### src/rtl/stick_pkg.sv
// Shared colours and default geometry for the stick renderer.
// Included by the top and its column decoder.
package stick_pkg;

    localparam logic [11:0] COL_BLANK = 12'h000;
    localparam logic [11:0] COL_BG    = 12'haaa;
    localparam logic [11:0] COL_STICK = 12'hf00;
    localparam logic [11:0] COL_HL_A  = 12'h0f0;
    localparam logic [11:0] COL_HL_B  = 12'h00f;

    localparam int DEF_NUM_STICKS = 8;
    localparam int DEF_STICK_W    = 64;
    localparam int DEF_STICK_GAP  = 32;
    localparam int DEF_BASE_Y     = 570;
    localparam int DEF_H_BITS     = 9;
    localparam int DEF_IDX_BITS   = 4;
    localparam int SCREEN_W       = 1024;

    // Left x of stick i; the left margin equals the gap.
    function automatic int stick_left(input int i, input int w, input int gap);
        return gap + i * (w + gap);
    endfunction

endpackage

### src/rtl/stick_column_decode.sv
// Combinational hcount -> {hit, idx}: which stick column, if any, covers this x.
// Columns never overlap, so at most one in_col bit is set.
module stick_column_decode
    import stick_pkg::*;
#(
    parameter int NUM_STICKS = DEF_NUM_STICKS,
    parameter int STICK_W    = DEF_STICK_W,
    parameter int STICK_GAP  = DEF_STICK_GAP,
    parameter int IDX_BITS   = DEF_IDX_BITS
) (
    input  logic [10:0]         hcount,
    output logic                hit,
    output logic [IDX_BITS-1:0] idx
);

    logic [NUM_STICKS-1:0] in_col;

    genvar gi;
    generate
        for (gi = 0; gi < NUM_STICKS; gi++) begin : g_col
            localparam logic [10:0] LEFT  = 11'(stick_left(gi, STICK_W, STICK_GAP));
            localparam logic [10:0] RIGHT = 11'(stick_left(gi, STICK_W, STICK_GAP) + STICK_W);
            assign in_col[gi] = (hcount >= LEFT) && (hcount < RIGHT);
        end
    endgenerate

    always_comb begin
        hit = 1'b0;
        idx = '0;
        for (int i = 0; i < NUM_STICKS; i++) begin
            if (in_col[i]) begin
                hit = 1'b1;
                idx = IDX_BITS'(i);
            end
        end
    end

endmodule

### src/rtl/stick_renderer.sv
// Draws NUM_STICKS vertical bars over a VGA raster with a 2-pclk pipeline.
// Heights go to a shadow table and are copied to the active table only on vblank rise.
module stick_renderer
    import stick_pkg::*;
#(
    parameter int NUM_STICKS = DEF_NUM_STICKS,
    parameter int STICK_W    = DEF_STICK_W,
    parameter int STICK_GAP  = DEF_STICK_GAP,
    parameter int BASE_Y     = DEF_BASE_Y,
    parameter int H_BITS     = DEF_H_BITS,
    parameter int IDX_BITS   = DEF_IDX_BITS
) (
    input  logic                pclk,
    input  logic                rst_n,
    input  logic [10:0]         hcount,
    input  logic [10:0]         vcount,
    input  logic                hblnk,
    input  logic                vblnk,
    input  logic                hsync,
    input  logic                vsync,
    input  logic                wr_valid,
    output logic                wr_ready,
    input  logic [IDX_BITS-1:0] wr_idx,
    input  logic [H_BITS-1:0]   wr_height,
    input  logic                hl_en,
    input  logic [IDX_BITS-1:0] hl_a,
    input  logic [IDX_BITS-1:0] hl_b,
    output logic [3:0]          r,
    output logic [3:0]          g,
    output logic [3:0]          b,
    output logic                hs,
    output logic                vs,
    output logic                commit,
    output logic                wr_err
);

    localparam int LAST_RIGHT = stick_left(NUM_STICKS - 1, STICK_W, STICK_GAP) + STICK_W;

    generate
        if (LAST_RIGHT > SCREEN_W) begin : g_err_geom
            $error("stick_renderer: last stick right edge exceeds screen width");
        end
        if (NUM_STICKS < 1 || NUM_STICKS > 16 || NUM_STICKS > (1 << IDX_BITS)) begin : g_err_count
            $error("stick_renderer: NUM_STICKS out of range for IDX_BITS");
        end
    endgenerate

    logic [H_BITS-1:0]   shadow_h_reg [NUM_STICKS];
    logic [H_BITS-1:0]   active_h_reg [NUM_STICKS];
    logic                hl_en_reg;
    logic [IDX_BITS-1:0] hl_a_reg;
    logic [IDX_BITS-1:0] hl_b_reg;
    logic                vblnk_prev_reg;
    logic                ready_reg;
    logic                commit_evt;
    logic                wr_fire;
    logic                idx_ok;
    logic [NUM_STICKS-1:0] shadow_we;

    assign commit_evt = vblnk & ~vblnk_prev_reg;
    // Holding off writes in the commit cycle keeps the shadow->active copy coherent.
    assign wr_ready   = ready_reg & ~commit_evt;
    assign wr_fire    = wr_valid & wr_ready;
    assign idx_ok     = (int'(wr_idx) < NUM_STICKS);

    genvar gi;
    generate
        for (gi = 0; gi < NUM_STICKS; gi++) begin : g_we
            assign shadow_we[gi] = wr_fire && (wr_idx == IDX_BITS'(gi));
        end
    endgenerate

    always_ff @(posedge pclk or negedge rst_n) begin
        if (!rst_n) begin
            for (int i = 0; i < NUM_STICKS; i++) begin
                shadow_h_reg[i] <= '0;
                active_h_reg[i] <= '0;
            end
            hl_en_reg      <= 1'b0;
            hl_a_reg       <= '0;
            hl_b_reg       <= '0;
            vblnk_prev_reg <= 1'b1;
            ready_reg      <= 1'b0;
            commit         <= 1'b0;
            wr_err         <= 1'b0;
        end else begin
            for (int i = 0; i < NUM_STICKS; i++) begin
                if (shadow_we[i]) shadow_h_reg[i] <= wr_height;
                if (commit_evt)   active_h_reg[i] <= shadow_h_reg[i];
            end
            if (commit_evt) begin
                hl_en_reg <= hl_en;
                hl_a_reg  <= hl_a;
                hl_b_reg  <= hl_b;
            end
            vblnk_prev_reg <= vblnk;
            ready_reg      <= 1'b1;
            commit         <= commit_evt;
            wr_err         <= wr_fire & ~idx_ok;
        end
    end

    // Stage 1: column decode plus delayed row/blank/sync.
    logic                col_hit;
    logic [IDX_BITS-1:0] col_idx;
    logic                s1_hit_reg;
    logic [IDX_BITS-1:0] s1_idx_reg;
    logic [10:0]         s1_vcount_reg;
    logic                s1_blank_reg;
    logic                s1_hs_reg;
    logic                s1_vs_reg;

    stick_column_decode #(
        .NUM_STICKS (NUM_STICKS),
        .STICK_W    (STICK_W),
        .STICK_GAP  (STICK_GAP),
        .IDX_BITS   (IDX_BITS)
    ) u_decode (
        .hcount (hcount),
        .hit    (col_hit),
        .idx    (col_idx)
    );

    always_ff @(posedge pclk or negedge rst_n) begin
        if (!rst_n) begin
            s1_hit_reg    <= 1'b0;
            s1_idx_reg    <= '0;
            s1_vcount_reg <= '0;
            s1_blank_reg  <= 1'b0;
            s1_hs_reg     <= 1'b0;
            s1_vs_reg     <= 1'b0;
        end else begin
            s1_hit_reg    <= col_hit;
            s1_idx_reg    <= col_idx;
            s1_vcount_reg <= vcount;
            s1_blank_reg  <= hblnk | vblnk;
            s1_hs_reg     <= hsync;
            s1_vs_reg     <= vsync;
        end
    end

    // Stage 2: row test against the selected stick's height, then colour priority.
    logic [H_BITS-1:0] sel_h;
    logic [10:0]       top_y;
    logic              row_hit;
    logic              stick_px;
    logic [11:0]       colour_next;
    logic [11:0]       rgb_reg;
    logic              hs_reg;
    logic              vs_reg;

    always_comb begin
        sel_h = '0;
        for (int i = 0; i < NUM_STICKS; i++) begin
            if (s1_idx_reg == IDX_BITS'(i)) sel_h = active_h_reg[i];
        end
    end

    // A height taller than BASE_Y clamps the top to row 0.
    assign top_y    = (11'(sel_h) > 11'(BASE_Y)) ? 11'd0 : 11'(BASE_Y) - 11'(sel_h);
    assign row_hit  = (sel_h != '0) && (s1_vcount_reg >= top_y) && (s1_vcount_reg < 11'(BASE_Y));
    assign stick_px = s1_hit_reg && row_hit;

    always_comb begin
        colour_next = COL_BG;
        if (s1_blank_reg)
            colour_next = COL_BLANK;
        else if (stick_px && hl_en_reg && (s1_idx_reg == hl_a_reg))
            colour_next = COL_HL_A;
        else if (stick_px && hl_en_reg && (s1_idx_reg == hl_b_reg))
            colour_next = COL_HL_B;
        else if (stick_px)
            colour_next = COL_STICK;
    end

    always_ff @(posedge pclk or negedge rst_n) begin
        if (!rst_n) begin
            rgb_reg <= '0;
            hs_reg  <= 1'b0;
            vs_reg  <= 1'b0;
        end else begin
            rgb_reg <= colour_next;
            hs_reg  <= s1_hs_reg;
            vs_reg  <= s1_vs_reg;
        end
    end

    assign {r, g, b} = rgb_reg;
    assign hs        = hs_reg;
    assign vs        = vs_reg;

endmodule

### config.mk
export PLATFORM = sky130hd
export DESIGN_NAME = stick_renderer
export DESIGN_NICKNAME = d
export VERILOG_FILES = /design/src/rtl/stick_pkg.sv /design/src/rtl/stick_column_decode.sv /design/src/rtl/stick_renderer.sv
export SDC_FILE = /design/constraint.sdc
export NUM_CORES = 1
export LEC_CHECK = 0
export BUFFER_PORTS_ARGS = -buffer_cell sky130_fd_sc_hd__buf_2
export CAP_MARGIN = 5
export CORE_ASPECT_RATIO = 0.7
export CORE_MARGIN = 1
export CORE_UTILIZATION = 40
export DETAILED_ROUTE_END_ITERATION = 6
export HOLD_SLACK_MARGIN = 0.12
export PLACE_DENSITY = 0.68
export SYNTH_ARGS = -nofsm -noshare
export SYNTH_HDL_FRONTEND = slang
export SYNTH_SLANG_ARGS = --single-unit
export TNS_END_PERCENT = 100
### constraint.sdc
create_clock -name pclk -period 4.4 [get_ports pclk]
set_clock_uncertainty 0.05 [all_clocks]
set_input_delay 0.22 -clock pclk [delete_from_list [all_inputs] [get_ports pclk]]
set_output_delay 0.22 -clock pclk [all_outputs]
set_load 0.005 [all_outputs]
; After elaboration in Yosys (flattened, before gate mapping)
; Cells that the tools add are included.
[word_totals]
out_inout_bits = 17
input_bits = 51
mem_bits_rw = 0
register_bits = 190
latch_bits = 0
mem_count = 0
romBits = 0
[op_classes]
addsub = 1
n_shift = 0
eq_ne = 16
muxes = 27
order_cmp = 19
bitwise = 8
n_reduce_logical = 25
multipliers = 0
n_div = 0
[op_table]
columns = op, count
row1 = 9-bit two-way mux, 8
row2 = 11-bit by 10-bit < comparator with 1-bit output (second input constant), 4
row3 = 12-bit two-way mux, 3
row4 = 11-bit by 10-bit >= comparator with 1-bit output (second input constant), 3
row5 = 11-bit by 9-bit < comparator with 1-bit output (second input constant), 3
row6 = 4-bit by 3-bit equality test with 1-bit output (second input constant), 8
row7 = 11-bit by 8-bit >= comparator with 1-bit output (second input constant), 2
row8 = 11-bit by 9-bit >= comparator with 1-bit output (second input constant), 2
row9 = 1-bit logical AND, 22
row10 = 4-bit by 2-bit equality test with 1-bit output (second input constant), 4
row11 = 3-bit two-way mux, 4
row12 = 11-bit >= comparator, 1
row13 = 11-bit by 6-bit >= comparator with 1-bit output (second input constant), 1
row14 = 11-bit by 7-bit < comparator with 1-bit output (second input constant), 1
row15 = 11-bit by 8-bit < comparator with 1-bit output (second input constant), 1
row16 = 11-bit two-way mux, 1
row17 = 10-bit by 9-bit subtractor with 11-bit output (first input constant), 1
row18 = 1-bit two-way mux, 9
row19 = 9-bit nonzero test, 1
row20 = 4-bit by 1-bit equality test with 1-bit output (second input constant), 2
row21 = 4-bit equality test, 2
row22 = 4-bit zero test, 2
row23 = 1-bit bitwise AND, 4
row24 = 4-bit < comparator (second input constant), 1
row25 = other kinds (3), 6

; Longest topological paths before layout
; Gate-level depths: netlist of run 1.
[depth]
ltp_word = 19
ltp_mapped = 16
depth_no_buf = 13

; Modules after synthesis
; Synthesis of run 1 repeated with hierarchy kept, for this count alone.
[unflattened]
hier_cells = 628
hier_area_um2 = 8279.2
[modules_own_cells]
columns = module, n_inst, cells_each, area_each_um2
row1 = stick_renderer, 1, 590, 8007.7
row2 = stick_column_decode, 1, 38, 271.5

; Least setup slack after synthesis of run 1
; No wires, ideal clock.
[synth_path]
kind = register to register
start = register s1_idx_reg[1]
end = register rgb_reg[2]
period_less_slack_ps = 3411
n_path_buf = 3
path_stages_with_launch = 15
t_arrival_ps = 3266
setup_slack_ps = 989
path_cell_list = dfrtp_1 > buf_4 > buf_6 > buf_6 > mux4_2 > mux2_2 > ha_1 > nor2_1 > o311ai_2 > xor2_1 > ha_1 > nand3_1 > or3_1 > a31oi_1 > nor4b_2
[synth_between]
elab_chain_cells = 19
word_cells_on_any_way = 30
classes_between = add/sub: 1 / order compare: 1 / eq/ne: 9 / mux: 11 / reduce/logical: 8
[synth_rtl]
columns = item, line_no
row1 = start: declaration, stick_renderer.sv:107  ; logic [IDX_BITS-1:0] s1_idx_reg;
row2 = start signal: assignment, stick_renderer.sv:134  ; s1_idx_reg <= col_idx;
row3 = 4-bit zero test, stick_renderer.sv:155  ; if (s1_idx_reg == IDX_BITS'(i)) sel_h = active_h_reg[i];
row4 = 9-bit two-way mux (8 in a row), stick_renderer.sv:155
row5 = 10-bit by 9-bit subtractor with 11-bit output, stick_renderer.sv:160  ; assign top_y = (11'(sel_h) > 11'(BASE_Y)) ? 11'd0 : 11'(BASE_Y) - 11'(sel_h);
row6 = 11-bit >= comparator, stick_renderer.sv:161  ; assign row_hit = (sel_h != '0) && (s1_vcount_reg >= top_y) && (s1_vcount_reg < 11'(BASE_Y));
row7 = 1-bit logical AND (2 in a row), stick_renderer.sv:161
row8 = 1-bit logical AND, stick_renderer.sv:162  ; assign stick_px = s1_hit_reg && row_hit;
row9 = 1-bit logical AND, "stick_renderer.sv:168, stick_renderer.sv:170"
row10 = 1-bit logical AND, stick_renderer.sv:170  ; else if (stick_px && hl_en_reg && (s1_idx_reg == hl_b_reg))
row11 = 12-bit two-way mux, stick_renderer.sv:170
row12 = 12-bit two-way mux (*), stick_renderer.sv:168  ; else if (stick_px && hl_en_reg && (s1_idx_reg == hl_a_reg))
row13 = 12-bit two-way mux (*), stick_renderer.sv:166  ; if (s1_blank_reg)
row14 = end signal: assignment, stick_renderer.sv:182  ; rgb_reg <= colour_next;
row15 = end: declaration, stick_renderer.sv:148  ; logic [11:0] rgb_reg;
; Mark *: on every way between the ends. The rest lies on a longest branch, timed or not.
; A chain may end at the register's enable or synchronous reset.

; Worst setup path in the final report of run 1
[layout_path]
start = register s1_idx_reg[2]
end = register rgb_reg[10]
[layout_between]
elab_chain_cells = 19
word_cells_on_any_way = 31
classes_between = add/sub: 1 / order compare: 1 / eq/ne: 9 / mux: 12 / reduce/logical: 8
[layout_rtl]
columns = item, line_no
row1 = 4-bit zero test, stick_renderer.sv:155
row2 = 9-bit two-way mux (8 in a row), stick_renderer.sv:155
row3 = 10-bit by 9-bit subtractor with 11-bit output, stick_renderer.sv:160
row4 = 11-bit >= comparator, stick_renderer.sv:161
row5 = 1-bit logical AND (2 in a row), stick_renderer.sv:161
row6 = 1-bit logical AND, stick_renderer.sv:162
row7 = 1-bit logical AND, "stick_renderer.sv:168, stick_renderer.sv:170"
row8 = 1-bit logical AND, stick_renderer.sv:170
row9 = 12-bit two-way mux, stick_renderer.sv:170
row10 = 12-bit two-way mux (*), stick_renderer.sv:168
row11 = 12-bit two-way mux (*), stick_renderer.sv:166
row12 = net colour_next[10], stick_renderer.sv:147  ; logic [11:0] colour_next;
; Mark *: on every way through the listed nets, which the timed path passes. The rest lies on a longest branch.

==> metrics list, run 1 <==
- Total clock sinks: 183
* Per-cell via count in the routed design: 5.23
- For this run, the post-layout net count is 731.
* Mean cell area of the mapped netlist: 14.2 um2
* Number of standard-cell rows in the floorplan: 43
- The setup path with the least slack is of type reg -> reg.
* Antenna violations before repair: 0
- Portion of synthesized cell area occupied by the leading cell type: 56.5%
- Final Slew Violations: 0
- Filler cell count: 1,718
* Outcome: finished clean
- Top cells by count, synth: 182 x sky130_fd_sc_hd__dfrtp_1, 160 x sky130_fd_sc_hd__mux2_2, 16 x sky130_fd_sc_hd__nor2_1, 14 x sky130_fd_sc_hd__clkbuf_1, 13 x sky130_fd_sc_hd__nand2_1
- Die span in x: 172 um
* Hold EP: s1_idx_reg[0]$_DFF_PN0_
* Drc violations: 0
- Leading cell type by number of instances after synthesis: sky130_fd_sc_hd__dfrtp_1
* Final RePlAce weighted congestion: 0.819
* TritonCTS clock tree: done
- Critical R2R Capture: rgb_reg[10]$_DFF_PN0_
* Number of different library cells in the post-synthesis netlist: 61
- Slew at the pin closest to its max-slew limit: 1.15 ns
* Data arrival time of the critical path: 4.23 ns
- Counting flops with an async set or reset pin after synthesis yields a share of 100%.
- Top flip-flop cell by instance count after synthesis: sky130_fd_sc_hd__dfrtp_1
- Portion of the post-synthesis area used by sequential elements: 56.8%
* Synthesized net count: 633
- The tree is rooted in a sky130_fd_sc_hd__clkbuf_16.
- Power density of the placed cells: 473 nW/um2
- Final global-route overflow total: 0
* Max Freq: 0.253 GHz
- After the flow finishes, the layout carries non-filler instances totaling 951.
- Hold wc startpoint: hcount[8]
- Detailed router's first-iteration violation count: 285
* Area enclosed by the die boundary: 20,800 um2
- Final setup TNS: 0 ns
* TritonCTS Buffers: 17
- Setup violations remaining at the end of the flow were counted as 0.
- Cells with a size suffix above 1 make up 42.0% of the layout.
- Ranking of synthesized cells by area: sky130_fd_sc_hd__dfrtp_1 56%, sky130_fd_sc_hd__mux2_2 22%, sky130_fd_sc_hd__ha_1 1.9%
- Kind of launch point of the worst setup path: flip-flop
- The number of cells on the worst reg-to-reg path is 12.
* Flip-flop and latch count after synthesis: 183
- Worst Hold Depth: 3
* Antenna Cells: 0
* Flop2flop setup slack: 0.45 ns
- Max cap viols: 0
* Number of global-route vias before repair: 5,289
* Largest area contributor in the synthesized netlist: sky130_fd_sc_hd__dfrtp_1
- The final layout contains routed wiring with a total length of 17.4 mm.
- Maximum net fanout on the critical path: 11
- Number of search-and-repair iterations in the first detailed-routing pass: 4
* Setup repair after global routing missed its margin: false
- Total number of yosys warnings: 0
* Layout-stage area growth over the synthesis result: 19.6%
- In this run the critical register-to-register path is launched from s1_idx_reg[2]$_DFF_PN0_.
* Required time at the endpoint of the critical path: 4.68 ns
- Port-buffer cells: 62
- For this configuration, the core starts out at a cell density of 40.7%.
- Synthesis handed over a netlist of 570 instances.
* Remaining number of nets flagged by the antenna check after routing: 0
* Count of placed standard cells including taps: 880
* Clk pin slew, worst setup/hold paths: 0.06 ns
- Classification of the worst-slack hold path: in -> reg
- The worst path uses 89.8% of the clock period.
- Die Y-Extent: 121 um
- After layout, the minimum clock period comes to 3.95 ns.
- For this design the top-level I/O count stands at 68.
* Worst ir drop on vdd: 269 uV
- Post-synthesis instance area: 8070 um2
* Global-route wire length before repair: 28.0 mm
* P_leak: 4.41 nW
* Clock buffer depth: 2
- After floorplanning, the core was sized to cover 19,800 um2.
- The worst setup path is captured at a flip-flop.
- The detailed router placed 4,977 vias in this run.
- Global routing used 18.0% of the available tracks across all layers.
- In the final routed layout, each cell accounts on average for 18.3 um.
* Detail Placement HPWL: 11.4 mm
- The H-tree generated during clock tree synthesis spans 4 levels.
- Largest net degree at the start of global routing: 127
- The number of setup buffers added after CTS is 0.
- The hold violation total from the final report came to 0.
* Rel. slew slack: 23.3%
* Worst skew pair latency: 0.43 ns
- Counting flops with a built-in enable in the synthesized netlist gives 0.
routing by layer:
layer	part of all wire, %	track usage (%)	vias up
met5	0	0	-
met4	0.85	5.25	0
met3	4.6	4.19	18
met2	47	28.4	101
met1	48	24.6	2594
li1	-	-	2264
placed cells by master (no fill, tap or decap), types with 3 or more instances in the layout:
cell type | netlist | final
sky130_fd_sc_hd__clkbuf_16 | 0 | 17
sky130_fd_sc_hd__mux4_2 | 5 | 5
sky130_fd_sc_hd__a31oi_1 | 6 | 6
sky130_fd_sc_hd__nand3b_1 | 5 | 5
sky130_fd_sc_hd__inv_1 | 8 | 8
sky130_fd_sc_hd__nor2b_1 | 6 | 5
sky130_fd_sc_hd__a211oi_1 | 3 | 3
sky130_fd_sc_hd__o211ai_1 | 4 | 4
sky130_fd_sc_hd__nor2_1 | 16 | 16
sky130_fd_sc_hd__nor3b_1 | 4 | 4
sky130_fd_sc_hd__buf_4 | 10 | 11
sky130_fd_sc_hd__o21ai_0 | 9 | 9
sky130_fd_sc_hd__xor2_1 | 8 | 8
sky130_fd_sc_hd__o22ai_1 | 6 | 6
sky130_fd_sc_hd__ha_1 | 12 | 12
sky130_fd_sc_hd__bufinv_16 | 0 | 4
sky130_fd_sc_hd__mux2_2 | 160 | 160
sky130_fd_sc_hd__dfrtp_1 | 182 | 182
sky130_fd_sc_hd__a211o_1 | 3 | 3
sky130_fd_sc_hd__buf_2 | 5 | 61
sky130_fd_sc_hd__clkbuf_8 | 0 | 4
sky130_fd_sc_hd__nor4b_2 | 3 | 3
sky130_fd_sc_hd__nand3_1 | 7 | 7
sky130_fd_sc_hd__a22o_1 | 3 | 3
sky130_fd_sc_hd__mux2i_1 | 8 | 8
sky130_fd_sc_hd__a21oi_1 | 10 | 10
sky130_fd_sc_hd__nor3_1 | 3 | 3
sky130_fd_sc_hd__nand2_1 | 13 | 13
sky130_fd_sc_hd__xnor2_1 | 6 | 6
sky130_fd_sc_hd__nand2b_1 | 5 | 5
sky130_fd_sc_hd__dlygate4sd3_1 | 0 | 39
sky130_fd_sc_hd__clkbuf_1 | 14 | 4
cell type report:
cell class	count	area [um2]	share of cell area (%)
Timing Repair Buffer	113	810	8.39
Sequential cell	183	4580	47.5
Inverter	9	33.8	0.350
Multi-Input combinational cell	344	3250	33.7
Clock inverter	7	140	1.45
Clock buffer	25	495	5.14
Tap cell	270	338	3.50
how the worst max path moves through the flow:
| stage | from | endpoint | slack [ns] |
|---|---|---|---|
| after floorplan | s1_idx_reg[1]$_DFF_PN0_ | rgb_reg[2]$_DFF_PN0_ | 0.99 |
| after global placement | s1_idx_reg[1]$_DFF_PN0_ | rgb_reg[2]$_DFF_PN0_ | 0.56 |
| after detailed placement | s1_idx_reg[0]$_DFF_PN0_ | rgb_reg[10]$_DFF_PN0_ | 0.43 |
| after CTS | s1_idx_reg[2]$_DFF_PN0_ | rgb_reg[10]$_DFF_PN0_ | 0.42 |
| after global routing | s1_idx_reg[2]$_DFF_PN0_ | rgb_reg[10]$_DFF_PN0_ | 0.17 |
| final | s1_idx_reg[2]$_DFF_PN0_ | rgb_reg[10]$_DFF_PN0_ | 0.45 |
worst max-delay path, cell delays in order (launching register included):
cell and delay (ns):
sky130_fd_sc_hd__dfrtp_1 0.62, sky130_fd_sc_hd__buf_4 0.31, sky130_fd_sc_hd__a2111oi_0 0.47, sky130_fd_sc_hd__a211oi_2 0.15
sky130_fd_sc_hd__ha_1 0.25, sky130_fd_sc_hd__nor2_1 0.23, sky130_fd_sc_hd__o311ai_2 0.12, sky130_fd_sc_hd__xor2_1 0.17
sky130_fd_sc_hd__ha_1 0.30, sky130_fd_sc_hd__nand3_1 0.10, sky130_fd_sc_hd__or3_1 0.39, sky130_fd_sc_hd__a31oi_1 0.40
sky130_fd_sc_hd__nor4b_2 0.28
timing repair:
item                      4_1_cts  5_1_grt
resized for setup               0        0
hold buffers                   39        0
hold endpoints to repair      221        0
through the flow:
step	power, mW	hold WS [ns]	worst slack [ns]	area, um2	util (%)
after global routing	4.79	0.139	0.168	9650	48.7
final	4.56	0.143	0.450	9650	48.7
after floorplan	2.69	-0.126	0.989	8070	-
after global placement	2.88	0.278	0.556	8620	43.5
after CTS	4.60	0.121	0.416	9650	48.7
after detailed placement	2.95	0.279	0.428	8620	43.5
report_power, final:
part / internal, mW / total (mW) / switching [mW]
logic: 0.441 / 0.808 / 0.368
clock network: 1.01 / 1.62 / 0.611
registers: 1.97 / 2.13 / 0.163
cells by family after synthesis:
kind of cell             count (synthesis)  share of synthesized area [%]
other                                    1                         0.0465
adder cells (fa/ha/maj)                 12                           1.86
AO/OA/AOI/OAI                           67                           6.36
XOR/XNOR                                14                           1.52
flip-flops                             183                           56.8
buffers and inverters                   43                           3.02
multiplexers                           174                           24.9
AND/OR/NAND/NOR                         76                           5.55
No activity file was read; power rests on OpenSTA's default activity.
==> run 2: changes to the inputs <==
Settings changed: ABC_AREA from default to 1, GPL_ROUTABILITY_DRIVEN from default to 1.
==> run 2 against run 1 <==
Against the previous run: hold slack lost 0.018 ns; sequential share of layout area grew 1.0 points; total power down 6.7%; highest routed layer unchanged.
==> metrics list, run 2 <==
- The initial antenna violation count is 0.
- The final layout contains 1,047 nets.
- In this run the mean area of a mapped cell was 8.85 um2.
- The run finished with clean final reports.
- The cell sitting at the root of the clock tree is a sky130_fd_sc_hd__clkbuf_16.
- Number of instances in the synthesized netlist: 903
- Using the TritonRoute via totals, the vias-per-cell ratio works out to 4.89.
- The critical path is of the reg -> reg type.
- Clk pin slew, worst setup/hold paths: 0.08 ns
- The completed layout was analyzed and its total power is 4.26 mW.
- Area enclosed by the die boundary: 20,600 um2
* Critical R2R Capture: rgb_reg[10]$_DFF_PN0_
- In the final routed layout, each cell accounts on average for 14.7 um.
* Leading cell type by number of instances after synthesis: sky130_fd_sc_hd__nand2_1
- Across all register-to-register paths, the minimum setup slack is 0.35 ns.
- Hold slack: 0.125 ns
- The routed layout has 6,172 vias.
- In the post-synthesis netlist, the biggest area contributors are sky130_fd_sc_hd__dfrtp_1 57%, sky130_fd_sc_hd__nand2_1 11%, sky130_fd_sc_hd__o21ai_0 7.9%.
* Largest delay share family, worst path: simple AND/OR/NAND/NOR gates
- EDFF count, synth: 0
- Setup-violating endpoint count in the final report: 0
- The path class of the tightest hold or removal check is in -> reg.
* Post-layout minimum cycle time: 4.05 ns
- TritonCTS clock tree: done
- For this design, the slowest cell found on the critical path is sky130_fd_sc_hd__dfrtp_1.
* Number of global-route vias before repair: 6,031
- Entering global routing, the biggest net connects 112 pins.
* H-tree depth: 4
* Boundary Pins: 68
* Worst ir drop on vdd: 283 uV
- Part of the cycle the worst path needs: 92.1%
* Largest area contributor in the synthesized netlist: sky130_fd_sc_hd__dfrtp_1
* CP Capture Type: flip-flop
* Count of buffers added by post-CTS timing repair for setup: 0
- The first global-routing pass estimated 31.4 mm of wire.
* Data arrival time of the critical path: 4.32 ns
* Origin of the critical flop-to-flop path: s1_idx_reg[2]$_DFF_PN0_
- In this run, placement finished with an instance count of 1,195.
- In this run the worst path has a maximum fanout of 23.
- Worst Hold Depth: 3
- Die span in x: 171 um
- Most frequent cells in the layout: 227 x sky130_fd_sc_hd__nand2_1, 182 x sky130_fd_sc_hd__dfrtp_1, 126 x sky130_fd_sc_hd__o21ai_0
- Number of search-and-repair iterations in the first detailed-routing pass: 5
* Final global-route overflow total: 0
* Detail Placement HPWL: 12.4 mm
* Cell Chain, Critical Path: inv_2, nand3_1, inv_1, a21oi_1, nand3_1, nand2_1, nand3_1, ha_1, inv_1, nand2_1, nand4_1, nand2_1, xor2_1, ha_1, nand2_1, nor2_1, o311ai_0, nand3_1, nor2_1, nor2_1, nand4_2, nand2_1, nor2_1
* Crit path from: s1_idx_reg[2]$_DFF_PN0_
- For the worst setup path, the data required time is 4.66 ns.
- The largest single stage delay on the critical path is 0.57 ns.
- Number of standard-cell rows in the floorplan: 42
- 0 antenna diodes ended up in the layout.
- Counting the buffers created by CTS gives 17.
- Remaining number of nets flagged by the antenna check after routing: 0
* Async set-reset flop share out of synthesis: 100%
- The hold violation total from the final report came to 0.
* Max Freq: 0.247 GHz
* Hold EP: shadow_h_reg[47]$_DFFE_PN0P_
- The Yosys step of the flow raised 0 warnings.
- At the pin with the least slew margin, the transition time is 1.20 ns.
* Top cells by count, synth: 227 x sky130_fd_sc_hd__nand2_1, 182 x sky130_fd_sc_hd__dfrtp_1, 126 x sky130_fd_sc_hd__o21ai_0, 108 x sky130_fd_sc_hd__inv_1, 62 x sky130_fd_sc_hd__nor2_1
* Final RePlAce weighted congestion: 0.851
- Share of post-route cells with drive strength above 1: 14.0%
* Effective utilization at floorplan: 41.5%
- Leaving out fill and tap cells, the most frequent cell in the layout is sky130_fd_sc_hd__nand2_1.
- Pre-CTS setup slack: 0.294 ns
- The routed design has 18.6 mm of wire.
* Portion of the post-synthesis area used by sequential elements: 57.3%
* Total clock sinks: 183
- Layout-stage area growth over the synthesis result: 18.2%
- Top flip-flop cell by instance count after synthesis: sky130_fd_sc_hd__dfrtp_1
* Drc violations: 0
- Global routing usage summed across all routing layers: 20.1%
- Rel. slew slack: 19.3%
- In this run, distinct cell masters in the synthesized netlist total 39.
- Die Y-Extent: 120 um
* Reg2Reg Depth: 23
- Final setup TNS: 0 ns
* Power density of the placed cells: 451 nW/um2
- The first routing iteration left 503 violations.
- Kind of launch point of the worst setup path: flip-flop
- Final Slew Violations: 0
* Post-synthesis instance area: 7990 um2
* Non-Filler Instances: 1,261
* Setup repair after global routing missed its margin: false
- Port-buffer cells: 62
- Portion of synthesized cell area occupied by the leading cell type: 57.0%
* Placeable core region: 19,200 um2
- Synthesized net count: 966
* Clock buffer depth: 2
- Final setup slack of the worst path: 0.346 ns
- In this run the most critical hold path is launched from wr_height[2].
- Summed over all cells, the static leakage comes to 4.64 nW.
* Crit path buf inv count: 3
- Crit-path most repeated cell: sky130_fd_sc_hd__nand2_1
- Max-cap violations in this run came to 0.
- At the later pin of the worst-skew pair, clock insertion delay measures 0.44 ns.
* Flip-flop and latch count after synthesis: 183
==> run 2: cell types whose count changed after synthesis, sizes merged, moves of 7 or more <==
cell,previous run,this run
o21ai,9,126
nand4,2,29
inv,8,113
a21oi,11,19
clkbuf,14,27
nor2,18,63
nand2,13,228
nand3,7,35
mux2i,8,0
mux2,161,15
nor2b,7,0
==> run 2: how the worst max path moves through the flow <==
stage / slack [ns] / cells after the start / to
5_1_grt: 0.004 / 24 / rgb_reg[7]$_DFF_PN0_
2_1_floorplan: 1.17 / 26 / rgb_reg[7]$_DFF_PN0_
4_1_cts: 0.28 / 23 / rgb_reg[10]$_DFF_PN0_
6_report: 0.35 / 23 / rgb_reg[10]$_DFF_PN0_
3_5_place_dp: 0.29 / 23 / rgb_reg[10]$_DFF_PN0_
3_3_place_gp: 0.39 / 23 / rgb_reg[10]$_DFF_PN0_
==> run 2: metal layers <==
| layer | vias to the layer above | wire length [um] | global-route usage (%) |
|---|---|---|---|
| li1 | 3050 | - | - |
| met1 | 2933 | 9490 | 30.3 |
| met2 | 173 | 7760 | 28.6 |
| met3 | 16 | 1120 | 4.81 |
| met4 | 0 | 199 | 5.19 |
| met5 | - | 0 | 0 |
==> run 2: area by class of cell <==
class	count	area, um2
repair buffers	106	744
inverters	114	428
multi-input cells	562	2780
clock inverters	15	154
clock buffers	17	425
well taps	264	330
fillers	1845	9790
flip-flops and latches	183	4580
==> run 2: kinds of logic (layout without fill, tap and decap cells) <==
| kind of cell | after synthesis | in the layout | synth area share, % |
|---|---|---|---|
| simple gates | 372 | 372 | 19.9 |
| flops | 183 | 183 | 57.3 |
| buf+inv | 158 | 252 | 7.95 |
| compound gates | 156 | 156 | 10.2 |
| mux | 15 | 15 | 2.11 |
| fa+ha+maj | 12 | 12 | 1.88 |
| xor+xnor | 6 | 6 | 0.658 |
| other cells | 1 | 1 | 0.0469 |
==> run 2: power breakdown <==
part,leakage [nW],switching [mW],internal (mW),total [mW]
registers,2.16,0.121,1.96,2.08
logic,2.20,0.424,0.263,0.687
clock network,0.283,0.735,0.758,1.49
==> run 2: repair_timing <==
| action | 4_1_cts | 5_1_grt |
|---|---|---|
| gates resized for setup | 0 | 1 |
| setup endpoints to repair | 0 | 6 |
| hold buffers | 34 | 0 |
| hold endpoints to repair | 171 | 0 |
==> run 2: per-stage QoR <==
| step | area [um2] | utilization [%] |
|---|---|---|
| after floorplan | 7990 | - |
| after global placement | 8520 | 44.3 |
| after detailed placement | 8520 | 44.3 |
| after CTS | 9440 | 49.1 |
| after global routing | 9440 | 49.1 |
| final | 9440 | 49.1 |
==> run 2: worst reg2reg max path, stage by stage (launching register included) <==
cell                       delay (ns)
sky130_fd_sc_hd__dfrtp_1         0.57
sky130_fd_sc_hd__inv_2           0.27
sky130_fd_sc_hd__nand3_1         0.21
sky130_fd_sc_hd__inv_1           0.07
sky130_fd_sc_hd__a21oi_1         0.18
sky130_fd_sc_hd__nand3_1         0.11
sky130_fd_sc_hd__nand2_1         0.09
sky130_fd_sc_hd__nand3_1         0.19
sky130_fd_sc_hd__ha_1            0.26
sky130_fd_sc_hd__inv_1           0.05
sky130_fd_sc_hd__nand2_1         0.08
sky130_fd_sc_hd__nand4_1         0.13
sky130_fd_sc_hd__nand2_1         0.09
sky130_fd_sc_hd__xor2_1          0.14
sky130_fd_sc_hd__ha_1            0.32
sky130_fd_sc_hd__nand2_1         0.06
sky130_fd_sc_hd__nor2_1          0.14
sky130_fd_sc_hd__o311ai_0        0.15
sky130_fd_sc_hd__nand3_1         0.09
sky130_fd_sc_hd__nor2_1          0.04
sky130_fd_sc_hd__nor2_1          0.26
sky130_fd_sc_hd__nand4_2         0.21
sky130_fd_sc_hd__nand2_1         0.13
sky130_fd_sc_hd__nor2_1          0.05
==> run 3: changes to the inputs <==
Clock period 4.4 ns to 4 ns, I/O delays scaled along.
==> run 3 against run 2 <==
Against the previous run: final cell count grew 1.3%; fmax grew 12%; register-to-register slack gained 0.03 ns; non-clock buffer count grew 16; global-route usage shrank 0.62 points; largest cell class unchanged; largest power group unchanged; highest routed layer unchanged.
==> metrics list, run 3 (synthesized netlist as in run 2, its figures left out) <==
- Category of the most critical setup path: reg -> reg
- Combinational logic is responsible for 16.3% of the overall power.
- In the layout the commonest cells are 227 x sky130_fd_sc_hd__nand2_1, 180 x sky130_fd_sc_hd__dfrtp_1, 126 x sky130_fd_sc_hd__o21ai_0.
* Max cap viols: 0
- After global routing the overflow that remains totals 0.
* Internal power: 3.36 mW
* Per-cell via count in the routed design: 4.83
- The die is 120 um tall.
- In this run switching power makes up 28.6% of total power.
- Net switching component of the power: 1.35 mW
- Outcome: finished clean
* Worst skew pair latency: 0.44 ns
- In this run the tool buffered the top-level ports with 62 buffer cells.
- In this run the number of H-tree levels came out at 4.
* TritonCTS Buffers: 17
* Number of global-route vias before repair: 5,968
- Reg2Reg Depth: 21
* Register share of total power: 48.6%
- The final critical path takes up 90.6% of the cycle.
- The worst register-to-register path ends at rgb_reg[10]$_DFF_PN0_.
- The tree is rooted in a sky130_fd_sc_hd__clkbuf_16.
* Number of hold-slack violations in the final timing report: 0
- Origin of the critical flop-to-flop path: s1_idx_reg[2]$_DFF_PN0_
* Boundary Pins: 68
- In this run the worst path has a maximum fanout of 17.
- Count of buffers added by post-CTS timing repair for setup: 0
- Based on the critical path, the design can be clocked at up to 0.276 GHz.
* Detail Placement HPWL: 12.4 mm
- Total power for the finished layout comes to 4.71 mW.
- Required time at the endpoint of the critical path: 4.27 ns
- The analysis attributes to cell leakage a power of 4.70 nW.
- Antenna violations before repair: 0
* Relative contribution of the clock network to total power: 35.1%
- Effective utilization at floorplan: 41.5%
- Die span in x: 171 um
- CP Capture Type: flip-flop
- In the final routed layout, each cell accounts on average for 14.4 um.
* Antenna Cells: 0
- Crit path from: s1_idx_reg[2]$_DFF_PN0_
- Across every metal layer, demand over resource in global routing totals 19.4%.
- Share of post-route cells with drive strength above 1: 15.0%
- Final RePlAce weighted congestion: 0.836
* Worst ir drop on vdd: 339 uV
- Leaving out fill and tap cells, the most frequent cell in the layout is sky130_fd_sc_hd__nand2_1.
* Slew at the pin closest to its max-slew limit: 1.06 ns
* Flop2flop setup slack: 0.38 ns
* Post-layout minimum cycle time: 3.62 ns
- Adding up every negative setup slack in the final design gives 0 ns.
- Clock buffer depth: 2
- Following the worst setup path forward leads to its endpoint at rgb_reg[10]$_DFF_PN0_.
* Clk pin slew, worst setup/hold paths: 0.06 ns
- Global-route wire length before repair: 30.4 mm
- Remaining number of nets flagged by the antenna check after routing: 0
- Hold wc startpoint: hcount[7]
- Across all hold checks on the routed design, the worst slack comes to 0.169 ns.
- The core region is 19,200 um2.
* Final layout net count: 1,063
* Data arrival time of the critical path: 3.89 ns
- Kind of launch point of the worst setup path: flip-flop
* Final Slew Violations: 0
- Counting instances, the worst hold path has a depth of 4.
- Setup repair after global routing missed its margin: false
- Layout-stage area growth over the synthesis result: 19.7%
- Headroom to the max-slew limit came out at 29.0%.
- For this run, the detailed router's first-pass iteration total came to 5.
- Detailed router's first-iteration violation count: 484
- In this run the power density over the cells is 492 nW/um2.
- Area enclosed by the die boundary: 20,600 um2
- Detailed routing inserted a total of 6,172 vias.
* Number of standard-cell rows in the floorplan: 42
- Setup-violating endpoint count in the final report: 0
- Largest net degree at the start of global routing: 114
- The clock drives 183 sinks.
- Detailed Route WL: 18.4 mm
- TritonCTS built the clock tree.
* Drc violations: 0
* Classification of the worst-slack hold path: in -> reg
==> run 3: cell types whose count changed in the layout (fill, tap and decap cells not counted), sizes merged <==
cell and change:
buf +12, inv -5, clkbuf +4, dlygate4sd3 +4
clkinv -2, clkinvlp +2, bufinv +1
==> run 3: what timing repair did <==
action                                  4_1_cts  5_1_grt
hold buffers                                 38        0
gates resized for setup                       0        3
endpoints found under the setup margin        0        6
hold endpoints to repair                    193        0
==> run 3: cell type report <==
class	count	area [um2]
multi-input cells	562	2780
clock buffers	21	460
well taps	264	330
repair buffers	122	862
flip-flops and latches	183	4580
fillers	1804	9670
clock inverters	11	119
inverters	114	428
==> run 3: power by group through the flow <==
stage	clock network (mW)	registers, mW	logic (mW)
final	1.65	2.29	0.768
after global routing	1.74	2.32	0.897
after CTS	1.68	2.29	0.775
after detailed placement	0	2.32	0.735
after global placement	0	2.31	0.710
after floorplan	0	2.28	0.514
==> run 3: critical path: stages, from the launching register on <==
cell and delay (ns):
sky130_fd_sc_hd__dfrtp_1 0.49, sky130_fd_sc_hd__inv_2 0.11, sky130_fd_sc_hd__buf_4 0.22, sky130_fd_sc_hd__nor3_4 0.33, sky130_fd_sc_hd__nand2_1 0.09, sky130_fd_sc_hd__nand3_1 0.20
sky130_fd_sc_hd__ha_1 0.21, sky130_fd_sc_hd__inv_1 0.04, sky130_fd_sc_hd__nand2_1 0.09, sky130_fd_sc_hd__nand4_1 0.14, sky130_fd_sc_hd__nand2_1 0.11, sky130_fd_sc_hd__xor2_1 0.07
sky130_fd_sc_hd__ha_1 0.33, sky130_fd_sc_hd__nand2_1 0.06, sky130_fd_sc_hd__nor2_1 0.13, sky130_fd_sc_hd__o311ai_0 0.15, sky130_fd_sc_hd__nand3_1 0.09, sky130_fd_sc_hd__nor2_1 0.05
sky130_fd_sc_hd__nor2_2 0.18, sky130_fd_sc_hd__nand4_2 0.18, sky130_fd_sc_hd__nand2_1 0.12, sky130_fd_sc_hd__nor2_1 0.04
==> run 3: metrics by stage <==
step / std cells / worst slack (ns) / util [%] / area (um2)
2_1_floorplan: 903 / 0.774 / - / 7990
3_3_place_gp: 1207 / 0.270 / 44.7 / 8600
3_5_place_dp: 1207 / 0.192 / 44.7 / 8600
4_1_cts: 1277 / 0.147 / 49.7 / 9560
5_1_grt: 1277 / 0.0513 / 49.7 / 9560
6_report: 1277 / 0.377 / 49.7 / 9560
==> run 3: worst min path at each step <==
stage / endpoint / slack (ns)
after global placement: s1_vcount_reg[1]$_DFF_PN0_ / 0.26
after floorplan: active_h_reg[0]$_DFFE_PN0P_ / -0.15
after global routing: s1_idx_reg[0]$_DFF_PN0_ / 0.18
after CTS: s1_idx_reg[0]$_DFF_PN0_ / 0.17
final: s1_idx_reg[0]$_DFF_PN0_ / 0.17
after detailed placement: s1_vcount_reg[10]$_DFF_PN0_ / 0.26
==> run 3: metal layers <==
layer  global-route usage, %  up-vias  part of all wire (%)
met5                       0        -                     0
met2                    28.9      135                    42
met3                    4.06       23                   4.9
met1                    28.4     2936                    52
met4                    5.97        0                   1.3
li1                        -     3078                     -
